**config.mk**
```make
export PLATFORM = sky130hd
export DESIGN_NAME = execute_stage
export DESIGN_NICKNAME = d
export VERILOG_FILES = /design/src/rtl/exec_pkg.sv /design/src/rtl/execute_stage_mul_iter.sv /design/src/rtl/execute_stage.sv
export SDC_FILE = /design/constraint.sdc
export NUM_CORES = 1
export LEC_CHECK = 0
export BUFFER_PORTS_ARGS = -buffer_cell sky130_fd_sc_hd__buf_2
export CAP_MARGIN = 10
export CORE_AREA = 2 2 174 176
export DETAILED_ROUTE_END_ITERATION = 6
export DIE_AREA = 0 0 176 178
export HOLD_SLACK_MARGIN = 0.1
export PLACE_DENSITY = 0.68
export SETUP_SLACK_MARGIN = 0.02
export SYNTH_ARGS = -nofsm -noshare
export SYNTH_HDL_FRONTEND = slang
export SYNTH_HIERARCHICAL = 1
export SYNTH_SLANG_ARGS = --single-unit
```
**constraint.sdc**
```tcl
create_clock -name clk -period 8.8 [get_ports clk]
set_input_delay 1.32 -clock clk [delete_from_list [all_inputs] [get_ports clk]]
set_output_delay 1.32 -clock clk [all_outputs]
set_load 0.02 [all_outputs]
```
**src/rtl/exec_pkg.sv**
```systemverilog
// Shared types and constants for the execute stage.
// ALU opcodes, ID/EX and EX/MEM bundle layouts, multiplier FSM states.
package exec_pkg;

  localparam int DATA_W    = 32;
  localparam int IDX_W     = 4;
  localparam int MUL_STEPS = 32;
  localparam int CNT_W     = $clog2(MUL_STEPS);
  localparam int BUNDLE_W  = 149;
  localparam int EXMEM_W   = 72;

  localparam int OFF_IMMSRC = 148;
  localparam int OFF_BRANCH = 147;
  localparam int OFF_MEMWR  = 146;
  localparam int OFF_MEM2RG = 145;
  localparam int OFF_REGWR  = 144;
  localparam int OFF_ALUCTL = 140;
  localparam int OFF_RA     = 136;
  localparam int OFF_RD1    = 104;
  localparam int OFF_RB     = 100;
  localparam int OFF_RD2    = 68;
  localparam int OFF_RC     = 64;
  localparam int OFF_RD3    = 32;
  localparam int OFF_IMM    = 0;

  localparam logic [3:0] ALU_ADD   = 4'd0;
  localparam logic [3:0] ALU_SUB   = 4'd1;
  localparam logic [3:0] ALU_AND   = 4'd2;
  localparam logic [3:0] ALU_OR    = 4'd3;
  localparam logic [3:0] ALU_XOR   = 4'd4;
  localparam logic [3:0] ALU_SLL   = 4'd5;
  localparam logic [3:0] ALU_SRL   = 4'd6;
  localparam logic [3:0] ALU_SRA   = 4'd7;
  localparam logic [3:0] ALU_MUL   = 4'd8;
  localparam logic [3:0] ALU_PASSB = 4'd9;

  typedef enum logic {
    S_IDLE,
    S_RUN
  } mul_state_e;

  typedef struct packed {
    logic              imm_src;
    logic              branch_flag;
    logic              mem_write;
    logic              mem_to_reg;
    logic              reg_write;
    logic [3:0]        alu_ctl;
    logic [IDX_W-1:0]  ra;
    logic [DATA_W-1:0] rd1;
    logic [IDX_W-1:0]  rb;
    logic [DATA_W-1:0] rd2;
    logic [IDX_W-1:0]  rc;
    logic [DATA_W-1:0] rd3;
    logic [DATA_W-1:0] imm;
  } id_ex_t;

  typedef struct packed {
    logic              reg_write;
    logic              mem_to_reg;
    logic              mem_write;
    logic              branch_taken;
    logic [IDX_W-1:0]  rd;
    logic [DATA_W-1:0] result;
    logic [DATA_W-1:0] store_data;
  } ex_mem_t;

  typedef struct packed {
    logic              reg_write;
    logic              mem_to_reg;
    logic              mem_write;
    logic              branch_flag;
    logic [IDX_W-1:0]  rc;
    logic [DATA_W-1:0] store_data;
  } mul_ctl_t;

endpackage

```
**src/rtl/execute_stage_mul_iter.sv**
```systemverilog
// Iterative shift-add multiplier, one partial product per enabled cycle.
// Only built when EXEC_MUL_EN is defined.
`ifdef EXEC_MUL_EN
module mul_iter
  import exec_pkg::*;
(
  input  logic              clk_i,
  input  logic              rst_ni,
  input  logic              en_i,
  input  logic              start_i,
  input  logic [DATA_W-1:0] a_i,
  input  logic [DATA_W-1:0] b_i,
  output logic              busy_o,
  output logic              done_o,
  output logic [DATA_W-1:0] product_o
);

  mul_state_e        state_q, state_d;
  logic [CNT_W-1:0]  cnt_q, cnt_d;
  logic [DATA_W-1:0] acc_q, acc_d;
  logic [DATA_W-1:0] mcand_q, mcand_d;
  logic [DATA_W-1:0] mplier_q, mplier_d;
  logic [DATA_W-1:0] acc_step;

  assign acc_step  = acc_q + (mplier_q[0] ? mcand_q : '0);
  assign busy_o    = (state_q == S_RUN);
  assign done_o    = busy_o && (cnt_q == CNT_W'(MUL_STEPS-1));
  // last step's sum is the product; no extra cycle to latch it
  assign product_o = acc_step;

  always_comb begin
    state_d  = state_q;
    cnt_d    = cnt_q;
    acc_d    = acc_q;
    mcand_d  = mcand_q;
    mplier_d = mplier_q;
    unique case (state_q)
      S_IDLE: begin
        if (start_i) begin
          state_d  = S_RUN;
          cnt_d    = '0;
          acc_d    = '0;
          mcand_d  = a_i;
          mplier_d = b_i;
        end
      end
      S_RUN: begin
        acc_d    = acc_step;
        mcand_d  = mcand_q << 1;
        mplier_d = mplier_q >> 1;
        cnt_d    = cnt_q + 1'b1;
        if (done_o) state_d = S_IDLE;
      end
    endcase
  end

  always_ff @(posedge clk_i) begin
    if (!rst_ni) begin
      state_q  <= S_IDLE;
      cnt_q    <= '0;
      acc_q    <= '0;
      mcand_q  <= '0;
      mplier_q <= '0;
    end else if (en_i) begin
      state_q  <= state_d;
      cnt_q    <= cnt_d;
      acc_q    <= acc_d;
      mcand_q  <= mcand_d;
      mplier_q <= mplier_d;
    end
  end

endmodule
`endif

```
**src/rtl/execute_stage.sv**
```systemverilog
// Execute stage: operand forwarding, ALU and EX/MEM register.
// Define EXEC_MUL_EN to build the stalling iterative multiplier.
module execute_stage
  import exec_pkg::*;
(
  input  logic                clk,
  input  logic                rst,
  input  logic                en,
  input  logic [BUNDLE_W-1:0] bufferIn,
  input  logic                WE,
  input  logic [IDX_W-1:0]    Rd,
  input  logic [DATA_W-1:0]   WD,
  output logic                regWriteOut,
  output logic                memToRegOut,
  output logic                memWriteOut,
  output logic                branchTakenOut,
  output logic [IDX_W-1:0]    RdOut,
  output logic [DATA_W-1:0]   aluResultOut,
  output logic [DATA_W-1:0]   storeDataOut,
  output logic                stall
);

  id_ex_t            id_ex;
  ex_mem_t           ex_mem_q, ex_mem_d, res;
  logic [DATA_W-1:0] op1, op2, fwd_b, fwd_c, alu_res;

  assign id_ex = id_ex_t'(bufferIn);

  // loads are not forwarded from EX/MEM: data not yet read
  function automatic logic [DATA_W-1:0] fwd(
    input logic [IDX_W-1:0]  idx,
    input logic [DATA_W-1:0] val
  );
    if (ex_mem_q.reg_write && !ex_mem_q.mem_to_reg
        && ex_mem_q.rd == idx)
      return ex_mem_q.result;
    else if (WE && Rd == idx)
      return WD;
    else
      return val;
  endfunction

  assign op1   = fwd(id_ex.ra, id_ex.rd1);
  assign fwd_b = fwd(id_ex.rb, id_ex.rd2);
  assign fwd_c = fwd(id_ex.rc, id_ex.rd3);
  assign op2   = id_ex.imm_src ? id_ex.imm : fwd_b;

  always_comb begin
    alu_res = '0;
    case (id_ex.alu_ctl)
      ALU_ADD:   alu_res = op1 + op2;
      ALU_SUB:   alu_res = op1 - op2;
      ALU_AND:   alu_res = op1 & op2;
      ALU_OR:    alu_res = op1 | op2;
      ALU_XOR:   alu_res = op1 ^ op2;
      ALU_SLL:   alu_res = op1 << op2[4:0];
      ALU_SRL:   alu_res = op1 >> op2[4:0];
      ALU_SRA:   alu_res = $signed(op1) >>> op2[4:0];
      ALU_PASSB: alu_res = op2;
      default:   alu_res = '0;
    endcase
  end

  always_comb begin
    res              = '0;
    res.reg_write    = id_ex.reg_write;
    res.mem_to_reg   = id_ex.mem_to_reg;
    res.mem_write    = id_ex.mem_write;
    res.branch_taken = id_ex.branch_flag && (alu_res == '0);
    res.rd           = id_ex.rc;
    res.result       = alu_res;
    res.store_data   = fwd_c;
  end

`ifdef EXEC_MUL_EN
  logic              is_mul, mul_start;
  logic              mul_busy, mul_done;
  logic [DATA_W-1:0] mul_prod;
  mul_ctl_t          cap_q, cap_d;

  assign is_mul    = (id_ex.alu_ctl == ALU_MUL);
  assign mul_start = rst && en && !mul_busy && is_mul;
  assign stall     = rst && (mul_busy ? !mul_done : is_mul);

  mul_iter u_mul (
    .clk_i     (clk),
    .rst_ni    (rst),
    .en_i      (en),
    .start_i   (mul_start),
    .a_i       (op1),
    .b_i       (op2),
    .busy_o    (mul_busy),
    .done_o    (mul_done),
    .product_o (mul_prod)
  );

  always_comb begin
    ex_mem_d = res;
    cap_d    = cap_q;
    if (mul_done) begin
      ex_mem_d.reg_write    = cap_q.reg_write;
      ex_mem_d.mem_to_reg   = cap_q.mem_to_reg;
      ex_mem_d.mem_write    = cap_q.mem_write;
      ex_mem_d.branch_taken = cap_q.branch_flag
                              && (mul_prod == '0);
      ex_mem_d.rd           = cap_q.rc;
      ex_mem_d.result       = mul_prod;
      ex_mem_d.store_data   = cap_q.store_data;
    end else if (stall) begin
      // bubble: kill flags, keep data
      ex_mem_d              = ex_mem_q;
      ex_mem_d.reg_write    = 1'b0;
      ex_mem_d.mem_to_reg   = 1'b0;
      ex_mem_d.mem_write    = 1'b0;
      ex_mem_d.branch_taken = 1'b0;
    end
    if (mul_start) begin
      cap_d.reg_write   = id_ex.reg_write;
      cap_d.mem_to_reg  = id_ex.mem_to_reg;
      cap_d.mem_write   = id_ex.mem_write;
      cap_d.branch_flag = id_ex.branch_flag;
      cap_d.rc          = id_ex.rc;
      cap_d.store_data  = fwd_c;
    end
  end

  always_ff @(posedge clk) begin
    if (!rst) begin
      ex_mem_q <= '0;
      cap_q    <= '0;
    end else if (en) begin
      ex_mem_q <= ex_mem_d;
      cap_q    <= cap_d;
    end
  end
`else
  assign stall    = 1'b0;
  assign ex_mem_d = res;

  always_ff @(posedge clk) begin
    if (!rst) begin
      ex_mem_q <= '0;
    end else if (en) begin
      ex_mem_q <= ex_mem_d;
    end
  end
`endif

  assign regWriteOut    = ex_mem_q.reg_write;
  assign memToRegOut    = ex_mem_q.mem_to_reg;
  assign memWriteOut    = ex_mem_q.mem_write;
  assign branchTakenOut = ex_mem_q.branch_taken;
  assign RdOut          = ex_mem_q.rd;
  assign aluResultOut   = ex_mem_q.result;
  assign storeDataOut   = ex_mem_q.store_data;

endmodule
```
### Yosys cells after proc, flatten, opt, wreduce, memory -nomap -nowiden

Index checks and enable logic that the tools add are counted.

* add/subtract/negate cells: 2
* $mul: 0
* divide/modulo/power cells: 0
* $lt $le $gt $ge: 0
* equality and inequality tests: 14
* shifts and indexed selects: 3
* multiplexer cells: 8
* bitwise logic cells: 3
* reductions and logical operators: 11

Operator list (number)
* $pmux W32 S9: 1
* $mux W32: 7
* $add A32 B32 Y32: 1
* $and A32 B32 Y32: 1
* $logic_not A32 Y1: 1
* $or A32 B32 Y32: 1
* $shl A32 B5 Y32: 1
* $shr A32 B5 Y32: 1
* $sshr A32 B5 Y32: 1
* $sub A32 B32 Y32: 1
* $xor A32 B32 Y32: 1
* $eq A4 B4 Y1: 6
* $eq A4 B3 Y1 const B: 4
* $eq A4 B2 Y1 const B: 2
* $logic_and A1 B1 Y1: 8
* $eq A4 B1 Y1 const B: 1
* $eq A4 B4 Y1 const B: 1
* $logic_not A4 Y1: 1
* $logic_not A1 Y1: 1

* bits in registers: 72
* bits in latches: 0
* memory bits (writable): 0
* bits in read-only memories: 0
* bits of input ports: 189
* logic and storage cells: 48
* memories kept: 0

### Depth between registers and ports, before layout

* depth in word-level cells: 9
* gate-level depth with buffers: 32
* mapped depth without buffers: 25

### Worst setup path before layout

OpenSTA, ideal clock, no wires.

* kind: input port to flip-flop
* start: in bufferIn[100]
* end: reg ex_mem_q (netlist bit branchTakenOut)
* library setup time: 0.069 ns
* arrival: 7.317 ns
* data required time: 8.731 ns
* setup slack: 1.414 ns
* cell stages on the path: 31
* path buffers: 6
* cell sequence: xnor2_1 > nand3_2 > nor3_1 > a311oi_4 > nor2_4 > buf_2 > buf_2 > buf_2 > buf_1 > ha_1 > and3_1 > clkbuf_1 > and3_1 > nor2_1 > xnor2_1 > ha_1 > buf_1 > or3_1 > o21ai_0 > a2bb2oi_1 > o21ai_0 > a211oi_1 > o31ai_1 > a21o_1 > and2_1 > o21a_1 > o21a_1 > mux2i_1 > a2111oi_0 > nand4_1 > o21ai_1

* cells in the longest elaborated chain, start to end: 9
* elaborated cells between the ends (all ways): 18
* those cells by class: 2 x add/sub; 2 x eq/ne; 3 x shift; 4 x mux; 3 x bitwise; 4 x reduce/logical

RTL lines
* start: declaration: RTL line execute_stage.sv:9 `input logic [BUNDLE_W-1:0] bufferIn,`
* $eq A4 B4 Y1: RTL line execute_stage.sv:37 `else if (WE && Rd == idx)`
* $logic_and A1 B1 Y1: RTL line execute_stage.sv:37
* $mux W32: RTL line execute_stage.sv:37
* $mux W32 (*): RTL line execute_stage.sv:34 `if (ex_mem_q.reg_write && !ex_mem_q.mem_to_reg`
* $mux W32 (*): RTL line execute_stage.sv:46 `assign op2 = id_ex.imm_src ? id_ex.imm : fwd_b;`
* $sub A32 B32 Y32, or another cell as far along: RTL line execute_stage.sv:52 `ALU_SUB: alu_res = op1 - op2;`
* $pmux W32 S9 (*): RTL line execute_stage.sv:50 `case (id_ex.alu_ctl)`
* $logic_not A32 Y1 (*): RTL line execute_stage.sv:69 `res.branch_taken = id_ex.branch_flag && (alu_res == '0);`
* $logic_and A1 B1 Y1 (*): RTL line execute_stage.sv:69
* end signal: assignment: RTL line execute_stage.sv:144 `ex_mem_q <= ex_mem_d;`
* end: declaration: RTL line execute_stage.sv:24 `ex_mem_t ex_mem_q, ex_mem_d, res;`

Every way passes the cells marked *; elsewhere a longest branch is shown, timed or not.
A chain may end at the register's enable or synchronous reset.

### Final worst setup path

* start: in Rd[0]
* end: reg ex_mem_q (netlist bit branchTakenOut)

* cells in the longest elaborated chain, start to end: 9
* elaborated cells between the ends (all ways): 20
* those cells by class: 2 x add/sub; 2 x eq/ne; 3 x shift; 6 x mux; 3 x bitwise; 4 x reduce/logical

RTL lines
* start: declaration: RTL line execute_stage.sv:11 `input logic [IDX_W-1:0] Rd,`
* $eq A4 B4 Y1: RTL line execute_stage.sv:37
* $logic_and A1 B1 Y1: RTL line execute_stage.sv:37
* $mux W32: RTL line execute_stage.sv:37
* $mux W32: RTL line execute_stage.sv:34
* $mux W32: RTL line execute_stage.sv:46
* $sub A32 B32 Y32, or another cell as far along: RTL line execute_stage.sv:52
* $pmux W32 S9 (*): RTL line execute_stage.sv:50
* $logic_not A32 Y1 (*): RTL line execute_stage.sv:69
* $logic_and A1 B1 Y1 (*): RTL line execute_stage.sv:69

Marked as above.

==> metrics.txt <==
# TYPE chip_impl_metric gauge
chip_impl_metric{name="worst_r2r_path_depth",unit=""} 25
chip_impl_metric{name="die_area",unit="sq mm"} 0.0313
chip_impl_metric{name="layout_worst_path_cycle_share",unit="%"} 91.8
chip_impl_metric{name="synth_cell_types",unit=""} 89
chip_impl_metric{name="drive_gt1_share",unit="%"} 19.3
chip_impl_metric{name="netlist_instances",unit=""} 2068
chip_impl_metric{name="grt_antenna_before_repair",unit=""} 6
chip_impl_metric{name="detail-route-antenna-nets",unit=""} 0
chip_impl_metric{name="syn-mean-instance-area",unit="sq um"} 6.86
chip_impl_metric{name="post_synth_instance_area",unit="sq mm"} 0.0142
chip_impl_metric{name="static-leakage-power",unit="nW"} 6.69
chip_impl_metric{name="setup_tns",unit="ns"} 0
chip_impl_info{name="worst_min_path_start",value="storeDataOut[26]"} 1
chip_impl_metric{name="net_count_of_the_mapped_netlist",unit=""} 2355
chip_impl_metric{name="clock_latency",unit="ns"} 0.35
chip_impl_metric{name="fp-row-count",unit=""} 63
chip_impl_metric{name="detailedPlacementHpwl",unit="microns"} 61300
chip_impl_metric{name="areal_power_density_over_the_cells",unit="mW/mm^2"} 129
chip_impl_metric{name="floorplan.core_area",unit="sq mm"} 0.0294
chip_impl_metric{name="ir_drop",unit="mV"} 0.142
chip_impl_info{name="synth_area_leaders",value="sky130_fd_sc_hd__dfxtp_1, sky130_fd_sc_hd__ha_1, sky130_fd_sc_hd__mux2i_1, sky130_fd_sc_hd__a21oi_1, sky130_fd_sc_hd__nor2_1"} 1
chip_impl_info{name="clock_tree_from_tritoncts",value="yes"} 1
chip_impl_metric{name="drt-initial-drc-count",unit=""} 3612
chip_impl_metric{name="worstSetupPathDepth",unit=""} 25
chip_impl_metric{name="post_cts_resized",unit=""} 0
chip_impl_metric{name="post-cts-setup-buffer-count",unit=""} 0
chip_impl_metric{name="cts.sinks",unit=""} 72
chip_impl_metric{name="cts_hold_repair.buffers",unit=""} 0
chip_impl_metric{name="grt_pass1_wl",unit="microns"} 118000
chip_impl_metric{name="cp_max_fo",unit=""} 18
chip_impl_metric{name="finalNetCount",unit=""} 2528
chip_impl_info{name="worst_path_most_repeated_cell",value="sky130_fd_sc_hd__a21oi_1"} 1
chip_impl_info{name="crit_path_start_kind",value="primary input"} 1
chip_impl_metric{name="clkSlewWorstSetupHoldPaths",unit="ns"} 0.06
chip_impl_info{name="hp_class",value="reg -> reg"} 1
chip_impl_metric{name="maxClockFrequency",unit="MHz"} 124
chip_impl_metric{name="design.portCount",unit=""} 262
chip_impl_metric{name="synth_seq_area_share",unit="%"} 10.2
chip_impl_info{name="synth_area_leader_cell",value="sky130_fd_sc_hd__dfxtp_1"} 1
chip_impl_info{name="run_status",value="finished, final reports clean"} 1
chip_impl_metric{name="report.final.hold_viol_count",unit=""} 0
chip_impl_metric{name="synth_seq_cells",unit=""} 72
chip_impl_metric{name="maxSlewViolCount",unit=""} 0
chip_impl_metric{name="ys_async_sr_fraction",unit="%"} 0
chip_impl_metric{name="maxCapViolCount",unit=""} 0
chip_impl_metric{name="floorplan.initialDensity",unit="%"} 48.3
chip_impl_info{name="critPathSlowestCell",value="sky130_fd_sc_hd__a211oi_1"} 1
chip_impl_metric{name="max_slew_margin",unit="%"} 8.49
chip_impl_metric{name="clock_tree.htree_level_count",unit=""} 3
chip_impl_metric{name="critPathMaxStageDelay",unit="ns"} 0.81
chip_impl_info{name="timing.critical_path.to_type",value="flip-flop"} 1
chip_impl_metric{name="place_congestion",unit=""} 1.07
chip_impl_metric{name="die_w",unit="microns"} 176
chip_impl_metric{name="drt-pass1-iter-count",unit=""} 7
chip_impl_metric{name="detailroute.via_count",unit=""} 19800
chip_impl_info{name="buffer_cell_driving_the_clock_tree_root",value="sky130_fd_sc_hd__clkbuf_16"} 1
chip_impl_info{name="rsz0062_at_grt",value="false"} 1
chip_impl_metric{name="areaGrowthSynthToFinish",unit="%"} 14.5
chip_impl_metric{name="final_period_minus_worst_setup_slack",unit="ns"} 8.07
chip_impl_metric{name="remaining_drc_errors",unit=""} 0
chip_impl_metric{name="die_h",unit="microns"} 178
chip_impl_info{name="setup.worst_path.class",value="in -> reg"} 1
chip_impl_metric{name="timing.final.setup_violations",unit=""} 0
chip_impl_metric{name="grt_max_degree",unit=""} 67
chip_impl_metric{name="cp.arrival",unit="ns"} 8.35
chip_impl_metric{name="final_core_utilization",unit="%"} 55.2
chip_impl_metric{name="critical_path_buf_inv_count",unit=""} 2
chip_impl_info{name="top_library_cells_by_usage_in_the_layout_fill_and_taps_aside",value="sky130_fd_sc_hd__buf_2, sky130_fd_sc_hd__nor2_1, sky130_fd_sc_hd__a21oi_1"} 1
chip_impl_metric{name="worstMarginPinSlew",unit="ns"} 1.37
chip_impl_metric{name="cts_made_buffers",unit=""} 9
chip_impl_info{name="worstReg2RegStart",value="regWriteOut"} 1
chip_impl_metric{name="grt.total_usage",unit="%"} 50.0
chip_impl_metric{name="fin_worst_skew",unit="ns"} 0.00773
chip_impl_info{name="mostFrequentLayoutCell",value="sky130_fd_sc_hd__buf_2"} 1
chip_impl_metric{name="routedWlPerCell",unit="microns"} 30.7
chip_impl_metric{name="grt_pass1_vias",unit=""} 18500
chip_impl_metric{name="ys.warnings.count",unit=""} 6
chip_impl_metric{name="viasPerCell",unit=""} 7.51
chip_impl_metric{name="maximum_number_of_buffers_from_clock_root_to_sink",unit=""} 2
chip_impl_metric{name="route.final.wire_length",unit="microns"} 80900
chip_impl_metric{name="globalRouteOverflowTotal",unit=""} 0
chip_impl_metric{name="synth_top_area_share",unit="%"} 10.2
chip_impl_metric{name="worstHoldPathCells",unit=""} 2
chip_impl_metric{name="cp.required",unit="ns"} 9.07
chip_impl_info{name="synthFlopType",value="sky130_fd_sc_hd__dfxtp_1"} 1
chip_impl_info{name="setup.worst_path.start",value="Rd[0]"} 1
chip_impl_info{name="critPathTopFamily",value="compound AO/OA/AOI/OAI gates"} 1
chip_impl_metric{name="synth_enable_flop_cells",unit=""} 0
chip_impl_metric{name="numPortBuffers",unit=""} 260
==> state kept, by name, summed over array words and instances (netlist names) <==
name / count
regWriteOut: 1
aluResultOut: 32
storeDataOut: 32
branchTakenOut: 1
RdOut: 4
memToRegOut: 1
memWriteOut: 1
==> cell type report <==
type,instances,area [sq um]
Antenna cell,4,10.0
Clock buffer,10,239
Clock inverter,6,92.6
Fill cell,2825,13200
Inverter,77,290
Multi-Input combinational cell,1739,11800
Sequential cell,72,1440
Tap cell,390,488
Timing Repair Buffer,342,1930
==> cells by family (layout without fill, tap and decap cells) <==
kind of cell | count (synthesis) | in the layout | synth area share (%)
buf+inv | 257 | 435 | 7.67
simple gates | 695 | 695 | 23.0
compound gates | 762 | 762 | 36.8
mux | 108 | 108 | 9.05
flops | 72 | 72 | 10.2
fa+ha+maj | 98 | 98 | 8.69
xor+xnor | 75 | 75 | 4.63
other cells | 1 | 5 | 0.0264
==> synth_stat cells (all sizes together) (19+ instances only) <==
library cell / number
ha: 97
and2: 19
o221ai: 22
inv: 76
o21ai: 147
mux2i: 89
a22oi: 19
nand4: 54
nand3: 92
a311oi: 42
clkbuf: 109
a211oi: 56
a31oi: 53
nand2: 151
dfxtp: 72
a221oi: 33
a32oi: 20
xnor2: 64
o31ai: 50
nor3: 82
buf: 70
nor2: 228
a21oi: 174
o211ai: 34
==> metal layers <==
layer  GRT usage (%)  wire [microns]
met5               0              13
met4            35.7            7190
met3            14.7           11700
met2            77.2           34200
met1            59.4           27800
==> through the flow <==
step | power (mW) | hold slack, ns | std cells | worst slack (ns) | cell area (sq um)
2_1_floorplan | 1.16 | 0.550 | 2068 | 1.41 | 14200
6_report | 2.09 | 0.494 | 2640 | 0.725 | 16200
3_5_place_dp | 1.60 | 0.482 | 2618 | 0.742 | 15900
3_3_place_gp | 1.60 | 0.470 | 2618 | 0.679 | 15900
5_1_grt | 2.16 | 0.526 | 2640 | 0.297 | 16200
4_1_cts | 2.02 | 0.496 | 2634 | 1.05 | 16200
==> worst min-delay path: cells and delay by family (launching register included) <==
| family | cells | cell delay [ns] |
|---|---|---|
| flip-flops | 1 | 0.32 |
| AND/OR/NAND/NOR | 1 | 0.08 |
| multiplexers | 1 | 0.07 |
==> final timing paths <==
check                     endpoint  slack (ns)
setup reg to reg    branchTakenOut        1.18
setup / recovery    branchTakenOut        0.73
hold / removal    storeDataOut[26]        0.49
hold reg to reg   storeDataOut[26]        0.49
==> where the power goes <==
group,switching [mW],internal [mW]
clock,0.164,0.257
combinational,0.866,0.421
sequential,0.0360,0.350
total,1.07,1.03
Power figures use the tool's default switching activity.
